## src/rtl/multdiv_pkg.sv

```systemverilog
`default_nettype none
// ============================================================================
//  Module   : multdiv_pkg
//  Brief    : Shared state encodings, iteration counts and constants for
//             the multdiv multiply/divide unit and its bench.
//  Revision : 1.0  initial release
// ============================================================================
package multdiv_pkg;

  localparam int          c_STATE_W    = 2;
  localparam logic [1:0]  c_ST_IDLE    = 2'd0;
  localparam logic [1:0]  c_ST_MULT    = 2'd1;
  localparam logic [1:0]  c_ST_DIV     = 2'd2;
  localparam logic [1:0]  c_ST_DONE    = 2'd3;

  localparam int          c_CNT_W      = 6;
  localparam int          c_MULT_ITERS = 16;
  localparam int          c_DIV_ITERS  = 32;
  localparam logic [5:0]  c_MULT_LAST  = 6'(c_MULT_ITERS - 1);
  localparam logic [5:0]  c_DIV_LAST   = 6'(c_DIV_ITERS - 1);

  localparam logic [31:0] c_INT_MIN    = 32'h8000_0000;

endpackage : multdiv_pkg
`default_nettype wire

```

## src/rtl/div_step.sv

```systemverilog
`default_nettype none
// ============================================================================
//  Module   : div_step
//  Brief    : One non-restoring divide iteration on magnitudes: shift the
//             partial remainder, add or subtract the divisor, emit a quotient bit.
//  Revision : 1.0  initial release
// ============================================================================
module div_step (
  input  logic [32:0] rem_i,
  input  logic [31:0] quo_i,
  input  logic [31:0] divisor_i,
  output logic [32:0] rem_o,
  output logic [31:0] quo_o
);

  logic [32:0] w_shifted;
  logic [32:0] w_dvsr;

  // Remainder stays within [-D, D), so dropping rem_i[32] on the shift is lossless.
  always_comb begin
    w_shifted = {rem_i[31:0], quo_i[31]};
    w_dvsr    = {1'b0, divisor_i};
    rem_o     = rem_i[32] ? (w_shifted + w_dvsr) : (w_shifted - w_dvsr);
    quo_o     = {quo_i[30:0], ~rem_o[32]};
  end

endmodule : div_step
`default_nettype wire

```

## src/rtl/multdiv.sv

```systemverilog
`default_nettype none
// ============================================================================
//  Module   : multdiv
//  Brief    : Iterative signed 32-bit multiplier (radix-4 Booth) and divider
//             (non-restoring) with a single result-valid strobe.
//  Revision : 1.0  initial release
// ============================================================================
module multdiv
  import multdiv_pkg::*;
(
  input  logic        clock,
  input  logic        reset,
  input  logic        ctrl_MULT,
  input  logic        ctrl_DIV,
  input  logic [31:0] data_operandA,
  input  logic [31:0] data_operandB,
  output logic [31:0] data_result,
  output logic        data_exception,
  output logic        data_resultRDY
);

  logic [c_STATE_W-1:0] state_q, state_d;
  logic [c_CNT_W-1:0]   cnt_q;
  logic                 is_mult_q;

  logic [65:0]          prod_q;
  logic [31:0]          mcand_q;

  logic [32:0]          rem_q;
  logic [31:0]          quo_q;
  logic [31:0]          dvsr_q;
  logic                 neg_q;
  logic                 dvz_q;
  logic                 dovf_q;

  logic [31:0]          result_q, result_d;
  logic                 exc_q, exc_d;
  logic                 rdy_q, rdy_d;

  logic                 w_start;
  logic [33:0]          w_a34;
  logic [33:0]          w_addend;
  logic [33:0]          w_upper_sum;
  logic [65:0]          w_prod_next;
  logic [63:0]          w_product;
  logic                 w_mul_ovf;
  logic [31:0]          w_abs_a;
  logic [31:0]          w_abs_b;
  logic [32:0]          w_rem_next;
  logic [31:0]          w_quo_next;
  logic [31:0]          w_quo_signed;

  assign w_start = ctrl_MULT | ctrl_DIV;

  // Booth datapath: prod_q = {upper[32:0], multiplier[31:0], q_-1}
  always_comb begin
    w_a34 = {{2{mcand_q[31]}}, mcand_q};
    unique case (prod_q[2:0])
      3'b001, 3'b010: w_addend = w_a34;
      3'b011:         w_addend = w_a34 << 1;
      3'b100:         w_addend = 34'd0 - (w_a34 << 1);
      3'b101, 3'b110: w_addend = 34'd0 - w_a34;
      default:        w_addend = 34'd0;
    endcase
    w_upper_sum = {prod_q[65], prod_q[65:33]} + w_addend;
    w_prod_next = {w_upper_sum[33], w_upper_sum, prod_q[32:2]};
    w_product   = prod_q[64:1];
    w_mul_ovf   = (w_product[63:32] != {32{w_product[31]}});
  end

  always_comb begin
    w_abs_a      = data_operandA[31] ? (32'd0 - data_operandA) : data_operandA;
    w_abs_b      = data_operandB[31] ? (32'd0 - data_operandB) : data_operandB;
    w_quo_signed = neg_q ? (32'd0 - quo_q) : quo_q;
  end

  div_step u_div_step (
    .rem_i     (rem_q),
    .quo_i     (quo_q),
    .divisor_i (dvsr_q),
    .rem_o     (w_rem_next),
    .quo_o     (w_quo_next)
  );

  always_ff @(posedge clock) begin
    if (reset) state_q <= c_ST_IDLE;
    else       state_q <= state_d;
  end

  // Any start pulse restarts from scratch, whatever the current state.
  always_comb begin
    state_d = state_q;
    if (ctrl_MULT) begin
      state_d = c_ST_MULT;
    end else if (ctrl_DIV) begin
      state_d = c_ST_DIV;
    end else begin
      unique case (state_q)
        c_ST_MULT: if (cnt_q == c_MULT_LAST) state_d = c_ST_DONE;
        c_ST_DIV:  if (cnt_q == c_DIV_LAST)  state_d = c_ST_DONE;
        c_ST_DONE: state_d = c_ST_IDLE;
        default:   state_d = c_ST_IDLE;
      endcase
    end
  end

  always_comb begin
    rdy_d    = 1'b0;
    result_d = result_q;
    exc_d    = exc_q;
    if (state_q == c_ST_DONE && !w_start) begin
      rdy_d = 1'b1;
      if (is_mult_q) begin
        result_d = w_product[31:0];
        exc_d    = w_mul_ovf;
      end else if (dvz_q) begin
        result_d = 32'd0;
        exc_d    = 1'b1;
      end else begin
        result_d = w_quo_signed;
        exc_d    = dovf_q;
      end
    end
  end

  always_ff @(posedge clock) begin
    if (reset) begin
      cnt_q     <= '0;
      is_mult_q <= 1'b0;
      prod_q    <= '0;
      mcand_q   <= '0;
      rem_q     <= '0;
      quo_q     <= '0;
      dvsr_q    <= '0;
      neg_q     <= 1'b0;
      dvz_q     <= 1'b0;
      dovf_q    <= 1'b0;
      result_q  <= '0;
      exc_q     <= 1'b0;
      rdy_q     <= 1'b0;
    end else begin
      rdy_q    <= rdy_d;
      result_q <= result_d;
      exc_q    <= exc_d;
      if (ctrl_MULT) begin
        cnt_q     <= '0;
        is_mult_q <= 1'b1;
        prod_q    <= {33'd0, data_operandB, 1'b0};
        mcand_q   <= data_operandA;
      end else if (ctrl_DIV) begin
        cnt_q     <= '0;
        is_mult_q <= 1'b0;
        rem_q     <= '0;
        quo_q     <= w_abs_a;
        dvsr_q    <= w_abs_b;
        neg_q     <= data_operandA[31] ^ data_operandB[31];
        dvz_q     <= (data_operandB == 32'd0);
        dovf_q    <= (data_operandA == c_INT_MIN) && (data_operandB == 32'hFFFF_FFFF);
      end else if (state_q == c_ST_MULT) begin
        cnt_q  <= cnt_q + 1'b1;
        prod_q <= w_prod_next;
      end else if (state_q == c_ST_DIV) begin
        cnt_q <= cnt_q + 1'b1;
        rem_q <= w_rem_next;
        quo_q <= w_quo_next;
      end else begin
        cnt_q <= '0;
      end
    end
  end

  assign data_result    = result_q;
  assign data_exception = exc_q;
  assign data_resultRDY = rdy_q;

endmodule : multdiv
`default_nettype wire
```

## config.mk

```make
export PLATFORM = sky130hd
export DESIGN_NAME = multdiv
export DESIGN_NICKNAME = d
export VERILOG_FILES = /design/src/rtl/multdiv_pkg.sv /design/src/rtl/div_step.sv /design/src/rtl/multdiv.sv
export SDC_FILE = /design/constraint.sdc
export NUM_CORES = 1
export LEC_CHECK = 0
export BUFFER_PORTS_ARGS = -buffer_cell sky130_fd_sc_hd__buf_2
export CORE_ASPECT_RATIO = 0.9
export CORE_MARGIN = 3
export CORE_UTILIZATION = 55
export DETAILED_ROUTE_END_ITERATION = 7
export HOLD_SLACK_MARGIN = 0.1
export PLACE_DENSITY = 0.75
export SETUP_SLACK_MARGIN = 0.3
export SYNTH_ARGS = -nofsm -noshare
export SYNTH_HDL_FRONTEND = slang
export SYNTH_SLANG_ARGS = --single-unit
```

## constraint.sdc

```tcl
create_clock -name clock -period 4.85 [get_ports clock]
set_input_delay 0.2425 -clock clock [delete_from_list [all_inputs] [get_ports clock]]
set_output_delay 0.2425 -clock clock [all_outputs]
set_load 0.005 [all_outputs]
```

# Word level (Yosys, flattened, before mapping)
# Index checks and enable logic that the tools add are counted.
# word_totals
word_cells,95
input_bits,68
reg_bits,240
# op_classes
addsub,9
n_reduce_logical,17
n_eq_ne,20
muxes,28
n_bitwise,5
# ops
cell,count
2-to-1 mux 32 bit,8
2-to-1 mux 33 bit,7
one-hot mux 34 bit (4 select lines),1
subtractor 1 x 32 -> 32 bit (first input constant),3
equality test 32 bit (second input constant),2
adder 34 bit,1
subtractor 1 x 33 -> 34 bit (first input constant),1
adder 33 x 32 -> 33 bit,1
subtractor 1 x 32 -> 33 bit (first input constant),1
subtractor 33 x 32 -> 33 bit,1
logical NOT 32 bit,1
inequality test 32 bit,1
2-to-1 mux 6 bit,2
AND reduction 2 bit,5
equality test 3 bit (second input constant),3
inequality test 4 bit (second input constant),2
adder 6 x 1 -> 6 bit (second input constant),1
equality test 3 x 2 -> 1 bit (second input constant),2
equality test 6 x 4 -> 1 bit (second input constant),1
equality test 6 x 5 -> 1 bit (second input constant),1
2-to-1 mux 1 bit,6
2-to-1 mux 2 bit,3
inequality test 3 bit (second input constant),2
nonzero test 2 bit,3
13 further kinds,20

# Depth between registers and ports, before layout
# Gate-level depths: netlist (run 1).
# depth
word_depth,7
ltp_mapped,19
depth_no_buf,18

# Hierarchy
# From an unflattened synthesis (run 1), not the netlist that was laid out.
# hier_totals
hier_cells,2403
area_unflattened_um2,17669.4
# by_module_without_submodules
module,cells_each,area_each_um2,seq_area_each_um2,n_inst
multdiv,2010,14909.3,4804.6,1
div_step,393,2760.1,0.0,1

# Least setup slack after synthesis (run 1)
# OpenSTA, ideal clock, no wires.
# synth_path
kind,reg2reg
from,register mcand_q[3]
to,register prod_q[63]
stages_incl_launch_ff,18
t_arrival_ns,4.547
slack_ns,0.241
period_less_slack_ns,4.609
n_path_buf,2
path_cell_list,dfxtp_1 -> buf_6 -> or3_4 -> or4_4 -> or4_1 -> buf_2 -> or3_4 -> or3_4 -> nand2_1 -> xor2_1 -> o21ai_0 -> ha_1 -> nand2_1 -> o21ai_0 -> a311oi_1 -> or4_1 -> a211o_1 -> nand3_1
# synth_between
elab_chain_cells,3
elab_cells_between_ends,4
cone_classes,add/sub: 3; mux: 1
# synth_lines
element,line,text
"start, declared",multdiv.sv:27,logic [31:0] mcand_q;
"start signal, assigned",multdiv.sv:149,mcand_q <= data_operandA;
subtractor 1 x 33 -> 34 bit or subtractor 1 x 32 -> 33 bit (tied branches),"multdiv.sv:61, multdiv.sv:62",
one-hot mux 34 bit (4 select lines) (*),multdiv.sv:58,unique case (prod_q[2:0])
adder 34 bit (*),multdiv.sv:65,"w_upper_sum = {prod_q[65], prod_q[65:33]} + w_addend;"
"end signal, assigned",multdiv.sv:148,"prod_q <= {33'd0, data_operandB, 1'b0};"
"end signal, assigned",multdiv.sv:161,prod_q <= w_prod_next;
"end, declared",multdiv.sv:26,logic [65:0] prod_q;
# Mark *: on every way between the ends. The rest lies on a longest branch, timed or not.
# A chain may end at the register's enable or synchronous reset.

# Worst setup path after layout (run 1)
# layout_path
from,register mcand_q[3]
to,"register, netlist name prod_q[64]"
# layout_between
elab_chain_cells,3
elab_cells_between_ends,4
cone_classes,add/sub: 3; mux: 1
# layout_lines
element,line
subtractor 1 x 33 -> 34 bit or subtractor 1 x 32 -> 33 bit (tied branches),"multdiv.sv:61, multdiv.sv:62"
one-hot mux 34 bit (4 select lines) (*),multdiv.sv:58
adder 34 bit (*),multdiv.sv:65
# Marked as above.

==> results.md, run 1 <==
* Syn. warnings at 0
* Worst skew pair latency at 0.54 ns
* Cell area power density at 308.9 nW/um^2
* Worst VDD drop at 0.3293 mV
* Final HPWL DP at 38.52 mm
* Commonest non-fill, non-tap cells in the layout: nor2_1 (315), nand2_1 (250), dfxtp_1 (237), a21oi_1 (216), o21ai_0 (144)
* Crit-path max FO at 4
* Tmin final at 4.559 ns
* Ys async rst share at 0%
* Post-Syn Nets at 2453
* Cells after synthesis at 2308
* H-tree depth at 1
* Reg clk slew, reported paths at 0.06 ns
* Status: finished clean
* Worst-Margin Slew at 1.127 ns
* Post-Route WL at 55.05 mm
* First-pass GRT wire length at 86.45 mm
* Worst endpoint data arrival time at 5.04 ns
* # port buffers at 101
* Leakage power figure at 8.053 nW
* Commonest non-fill, non-tap cell in the layout: nor2_1
* # DRC at 0
* Final Setup Violations at 0
* Number of CTS-inserted buffers at 27
* Crit. End Element: flip-flop
* Primary FF master, synth: dfxtp_1
* Initial core utilization at 56.36%
* Slew Limit Fails at 0
* Total grt overflow at 0
* Die ar. at 33070 um^2
* Detailed Route Iter0 Violations at 1844
* Share of layout cells above drive strength 1 at 12.91%
* Crit Path Class: flip-flop to flip-flop
* GPL Wtd Cong at 0.9694
* Total number of vias at 17920
* Core area at 30180 um^2
* CTS tree: done
* Largest net degree at the start of global routing at 92
* Antenna Nets Post-Route at 0
* Synth cell types at 77
* RSZ-0062 raised after global routing: true
* Setup crit start kind: flip-flop
* I/O pins at 102
* Finished Cell Area at 20000 um^2
* Area added between synthesis and finish at 17.57%
* Worst EP required at 5.33 ns
* Clock sinks at 240
* Max_cap viols at 0
* Final hold viol count at 0
* Dpl cell area at 17930 um^2
* Min-delay worst type: input port to flip-flop
* Initial antenna violation count at 0
* Vias in the first global route at 16090
* Synthesized flop and latch total at 240
* Final nets at 2572
* Max frequency at 219.3 MHz
* Number of diodes at 0
* Worst Clk Skew at 0.01034 ns
* Avg WL per Cell at 19.32 um
* Slew Limit Headroom at 24.65%
* Die Wd at 191.4 um
* CTS Buffer Depth at 3
* Total track usage at 31.69%
* Worst R2R Path Depth at 18
* Rows at 60
* Sequential fraction of the synthesis area at 28.25%
* Setup TNS at 0 ns
* Netlist Area Pre-Place at 17010 um^2
* Layout Utilization at 66.26%
* Synth Area per Inst at 7.370 um^2
* Via/cell ratio at 6.286
* First-pass DRT Iterations at 8
* Post-synth EDFFs at 0
* Final worst path period share at 94.01%
* Die height at 172.8 um
* CTS root buf: clkbuf_16
* Cell count of the worst hold path at 3
[kinds of logic (layout without fill, tap and decap cells)]
family	Yosys count	in the layout	share of synthesized area, %
muxes	39	39	2.310
buffers and inverters	193	332	4.377
AOI/OAI and AO/OA	693	693	26.00
xor gates and xnor gates	187	187	9.629
and+or+nand+nor	879	879	23.68
DFF	240	240	28.25
adders and majority gates	77	77	5.753
[what timing repair did]
| action | CTS | global route |
|---|---|---|
| pin swaps | 8 | 37 |
| hold buffers | 61 | 0 |
| hold endpoints to repair | 88 | 0 |
| buffers inserted | 8 | 10 |
| endpoints found under the setup margin | 7 | 17 |
| gates resized for setup | 19 | 55 |
[worst max-delay path, cell delays in order, from the launching register on]
cell,delay (ns)
dfxtp_2,0.33
or3_4,0.39
or4_4,0.55
or4_4,0.43
or3_4,0.41
or3_4,0.39
nand2_2,0.07
xor2_1,0.16
o21ai_2,0.11
ha_4,0.37
nand2_4,0.08
nand2b_4,0.07
a21oi_2,0.05
o21bai_2,0.15
buf_6,0.13
a2111oi_4,0.04
or3_4,0.38
a311o_1,0.33
o21ai_2,0.06
[metrics by stage]
step	setup slack (ns)	hold slack (ns)	power, mW	instances
finish	0.2906	0.1178	6.176	2850
global placement	0.1056	0.4392	3.829	2722
global route	0.1467	0.1287	6.458	2850
detailed placement	0.06605	0.4413	3.865	2722
CTS	0.2484	0.1006	6.122	2840
floorplan	0.2888	0.3861	3.424	2308
[worst paths after layout]
check	end	start	slack, ns
min	mcand_q[2]$_SDFFE_PP0P_	data_operandA[2]	0.12
max	prod_q[64]$_SDFFE_PP0P_	mcand_q[3]$_SDFFE_PP0P_	0.29
min reg2reg	data_exception$_SDFFE_PP0P_	data_exception$_SDFFE_PP0P_	0.45
max reg2reg	prod_q[64]$_SDFFE_PP0P_	mcand_q[3]$_SDFFE_PP0P_	0.29
[registers in the layout, summed over array words and instances, names as in the netlist, 2 cells and up]
name,flops
quo_q,32
cnt_q,6
state_q,2
rem_q,33
mcand_q,32
data_result,32
dvsr_q,32
prod_q,65
[layout make-up]
type | instances | area, um^2
fillers | 2609 | 10180
flip-flops and latches | 240 | 4811
clock buffers | 34 | 762.0
repair buffers | 236 | 1693
multi-input cells | 1875 | 11850
inverters | 47 | 176.4
well taps | 403 | 504.2
clock inverters | 15 | 201.4
[layer usage]
layer	global-route usage, %	routed length [um]
met1	46.06	24390
met2	47.74	23900
met3	4.906	4633
met4	10.79	2132
met5	0	0
[cell usage after synthesis, drive strengths merged, types with 23 or more instances]
master	count	area (um^2)
nor2	318	1194
nand2	255	957.2
dfxtp	240	4805
a21oi	220	1101
o21ai	155	779.5
clkbuf	123	461.7
xor2	114	998.5
ha	75	938.4
xnor2	73	639.4
nor3	63	315.3
a211oi	56	420.4
inv	45	168.9
or3	45	304.0
nand3	42	210.2
o31ai	39	306.5
mux2i	37	370.4
a221oi	35	306.5
a22oi	30	225.2
a21o	28	210.2
nor4	28	175.2
buf	23	106.4
nand4	23	143.9
[where the power goes]
| part | switching, mW | total (mW) | internal, mW |
|---|---|---|---|
| combinational | 1.06 | 1.77 | 0.711 |
| sequential | 0.122 | 2.19 | 2.07 |
| clock | 0.888 | 2.22 | 1.33 |
| total | 2.07 | 6.18 | 4.11 |
Power figures use the tool's default switching activity.
==> run 2: changes to the inputs <==
--- a/config.mk
+++ b/config.mk
@@ -15,4 +15,5 @@
 export SETUP_SLACK_MARGIN = 0.3
 export SYNTH_ARGS = -nofsm -noshare
 export SYNTH_HDL_FRONTEND = slang
+export SYNTH_HIERARCHICAL = 1
 export SYNTH_SLANG_ARGS = --single-unit
==> constraint.sdc (replaced) <==
create_clock -name clock -period 4.85 [get_ports clock]
set_input_delay 1.2125 -clock clock [delete_from_list [all_inputs] [get_ports clock]]
set_output_delay 1.2125 -clock clock [all_outputs]
set_load 0.005 [all_outputs]
==> run 2 against run 1 <==
Compared with the run above:
- non-clock buffer count down 82
- highest routed layer is now met5
- largest power group is now registers
- final cell count down 0.77%
- maximum frequency rose by 3.0%
- via count decreased by 0.87%
- die area increased by 3.8%
- flip-flop and latch count is the same
==> results.md, run 2 <==
* Max reg flops at 65 (unchanged)
* Worst Hold Launch: cnt_q[0]$_SDFF_PP0_
* Max frequency at 225.8 MHz (+3.0%)
* Avg WL per Cell at 19.13 um (-0.98%)
* Die ar. at 34320 um^2 (+3.8%)
* Commonest cells in the netlist: nor2_1 (328), nand2_1 (281), a21oi_1 (252)
* Crit Path Class: flip-flop to flip-flop
* FF-to-FF Start: mcand_q[6]$_SDFFE_PP0P_
* CTS Buffer Depth at 3 (unchanged)
* Largest registers: prod_q x65, rem_q x33
* Reg-to-reg setup timing slack at 0.42 ns (+0.13 ns)
* Slew Limit Headroom at 17.09% (-7.6 points)
* Vias in the first global route at 15840 (-1.6%)
* Synth cell types at 91 (+18%)
* Final Setup Violations at 0 (unchanged)
* Cell area power density at 317.2 nW/um^2 (+2.7%)
* Worst-Margin Slew at 1.244 ns (+0.1162 ns)
* Detailed Route Iter0 Violations at 1793 (-2.8%)
* Final HPWL DP at 39.37 mm (+2.2%)
* Worst R2R Path Depth at 19 (+1)
* Number of CTS-inserted buffers at 27 (unchanged)
* Max_cap viols at 0 (unchanged)
* Final hold viol count at 0 (unchanged)
* Synth Area per Inst at 7.353 um^2 (-0.22%)
* Cell count of the worst hold path at 1 (-2)
* Netlist Area Pre-Place at 17670 um^2 (+3.9%)
* Worst endpoint data arrival time at 4.92 ns (-0.12 ns)
* Rows at 61 (+1.7%)
* Share of layout cells above drive strength 1 at 11.71% (-1.2 points)
* I/O pins at 102 (unchanged)
* Final nets at 2543 (-1.1%)
* Reg clk slew, reported paths at 0.07 ns (about the same)
* Crit-path max FO at 5 (+1)
* Post-cts hold buffer count at 0 (-100%)
* Area added between synthesis and finish at 9.651%
* Post-Route WL at 54.09 mm (-1.7%)
* Hold path endpoint: cnt_q[0]$_SDFF_PP0_
* Commonest non-fill, non-tap cell in the layout: nor2_1
* Tmin final at 4.428 ns (-0.1314 ns)
* Min-delay worst type: flip-flop to flip-flop
* Cell with the most instances after synthesis: nor2_1
* # port buffers at 101 (unchanged)
* Core area at 31290 um^2 (+3.7%)
* Share of the synthesized area in the top cell type at 27.19% (-1.1 points)
* Leakage power figure at 7.702 nW (-4.4%)
* Total number of vias at 17760 (-0.87%)
* Commonest non-fill, non-tap cells in the layout: nor2_1 (326), nand2_1 (280), a21oi_1 (248), dfxtp_1 (239), xor2_1 (116)
* Ys async rst share at 0% (unchanged)
* Worst VDD drop at 0.2950 mV (-10%)
* Largest net degree at the start of global routing at 107 (+16%)
* CTS tree: done
* Die Wd at 194.9 um (+1.9%)
* Slew Limit Fails at 0 (unchanged)
* Primary FF master, synth: dfxtp_1
* Sequential fraction of the synthesis area at 27.19% (-1.1 points)
* Fill cell count at 2924 (+12%)
* Initial core utilization at 56.47% (+0.11 points)
* Worst Clk Skew at 0.01413 ns (+0.003784 ns)
* First-pass DRT Iterations at 5 (-3)
* GPL Wtd Cong at 0.9433 (-2.7%)
* H-tree depth at 1 (unchanged)
* Setup TNS at 0 ns (unchanged)
* Final worst path period share at 91.30% (-2.7 points)
* # DRC at 0 (unchanged)
* Status: finished clean
* Via/cell ratio at 6.280 (about the same)
* Register area at 4806 um^2 (-0.10%)
* Syn. warnings at 6 (+6)
* Setup crit start kind: flip-flop
* CTS root buf: clkbuf_16
* First-pass GRT wire length at 85.80 mm (-0.75%)
* Antenna Nets Post-Route at 0 (unchanged)
* Biggest register: prod_q
* Total grt overflow at 0 (unchanged)
* Dominant cell type by area after synthesis: dfxtp_1
* Die height at 176.0 um (+1.9%)
* Initial antenna violation count at 4 (+4)
* Worst skew pair latency at 0.55 ns (about the same)
* Synthesized flop and latch total at 240 (unchanged)
* Total track usage at 29.98% (-1.7 points)
* Cells after synthesis at 2403 (+4.1%)
* RSZ-0062 raised after global routing: true
* Layout Utilization at 61.92% (-4.3 points)
* Clock sinks at 240 (unchanged)
* Ranking of synthesized cells by area: dfxtp_1 (27%), a21oi_1 (7.1%), nor2_1 (7.0%)
* Crit. End Element: flip-flop
* Post-Syn Nets at 2549 (+3.9%)
* Multi-input gate area at 12060 um^2 (+1.8%)
* Worst EP required at 5.34 ns (about the same)
* Post-synth EDFFs at 0 (unchanged)
* Worst flop-to-flop path endpoint: prod_q[63]$_SDFFE_PP0P_
run 2: cell types whose count changed after synthesis, sizes merged, moves of 16 or more:
cell,previous run,this run
a22oi,30,11
nand3,42,63
nand2,255,282
a21oi,220,253
or3,45,29
o21ai,155,101
xnor2,73,94
buf,23,52
run 2: logic make-up (layout without fill, tap and decap cells):
logic type / Yosys count / after routing / synth area share, %
mux: 38 / 38 / 2.160
other cells: 0 / 2 / 0
compound gates: 674 / 674 / 24.68
buf+inv: 236 / 250 / 5.764
fa+ha+maj: 78 / 78 / 5.608
xor+xnor: 210 / 210 / 10.45
simple gates: 927 / 927 / 24.15
flops: 240 / 240 / 27.19
run 2: worst max-delay path, stage by stage, from the launching register on:
cell      delay (ns)
dfxtp_1         0.31
or4_4           0.57
nor3_4          0.14
nand2b_1        0.10
or3_4           0.35
or3_4           0.37
nand2_4         0.09
xnor2_2         0.11
a22oi_1         0.11
o21ai_1         0.22
ha_1            0.33
nand2_1         0.10
a21oi_1         0.04
a221o_1         0.31
a31o_4          0.24
a31oi_4         0.18
and4_1          0.22
nor3_1          0.08
or4_1           0.42
nand3_1         0.08
run 2: area by class of cell:
cell class                      count  area share [%]
Multi-Input combinational cell   1927           62.25
Sequential cell                   240           24.80
Timing Repair Buffer              154           4.708
Clock buffer                       35           3.849
Tap cell                          409           2.641
Inverter                           47          0.9106
Clock inverter                     14          0.8137
Antenna cell                        2         0.02583
run 2: worst max path at each step:
| stage | slack [ns] | end | startpoint | depth (start not counted) |
|---|---|---|---|---|
| finish | 0.42 | prod_q[63]$_SDFFE_PP0P_ | mcand_q[6]$_SDFFE_PP0P_ | 19 |
| global placement | 0.24 | prod_q[63]$_SDFFE_PP0P_ | mcand_q[3]$_SDFFE_PP0P_ | 18 |
| detailed placement | 0.20 | prod_q[63]$_SDFFE_PP0P_ | mcand_q[3]$_SDFFE_PP0P_ | 19 |
| floorplan | 0.31 | prod_q[63]$_SDFFE_PP0P_ | mcand_q[4]$_SDFFE_PP0P_ | 19 |
| CTS | 0.29 | prod_q[63]$_SDFFE_PP0P_ | mcand_q[3]$_SDFFE_PP0P_ | 19 |
| global route | 0.22 | prod_q[63]$_SDFFE_PP0P_ | mcand_q[6]$_SDFFE_PP0P_ | 19 |
run 2: report_power, final:
group	switching, mW	internal [mW]
sequential	0.126	2.07
combinational	1.12	0.715
clock	0.869	1.24
run 2: timing repair:
item,in CTS,in global routing
hold endpoints to repair,0,0
gates cloned,0,0
setup endpoints to repair,5,15
pin swaps,4,15
gates resized for setup,7,27
setup buffers,1,6
run 2: layer usage:
| metal | share of wire (%) | wire length, um | vias to the layer above | track usage [%] |
|---|---|---|---|---|
| met2 | 44 | 23760 | 743 | 46.72 |
| met4 | 2.2 | 1191 | 4 | 6.980 |
| met1 | 45 | 24570 | 8392 | 44.42 |
| met5 | 0.059 | 32 | - | 0 |
| li1 | - | - | 8536 | - |
| met3 | 8.4 | 4539 | 84 | 3.606 |
run 2: per-stage QoR:
stage	hold slack [ns]	total power [mW]	setup slack, ns	cell area [um^2]	cells
final	0.4555	6.146	0.4220	19370	2828
after global routing	0.4746	6.445	0.2216	19370	2828
after CTS	0.4583	6.125	0.2885	19190	2820
after detailed placement	0.4480	4.007	0.2005	18230	2770
after global placement	0.4414	3.965	0.2396	18230	2770
after floorplan	0.4260	3.572	0.3147	17670	2403
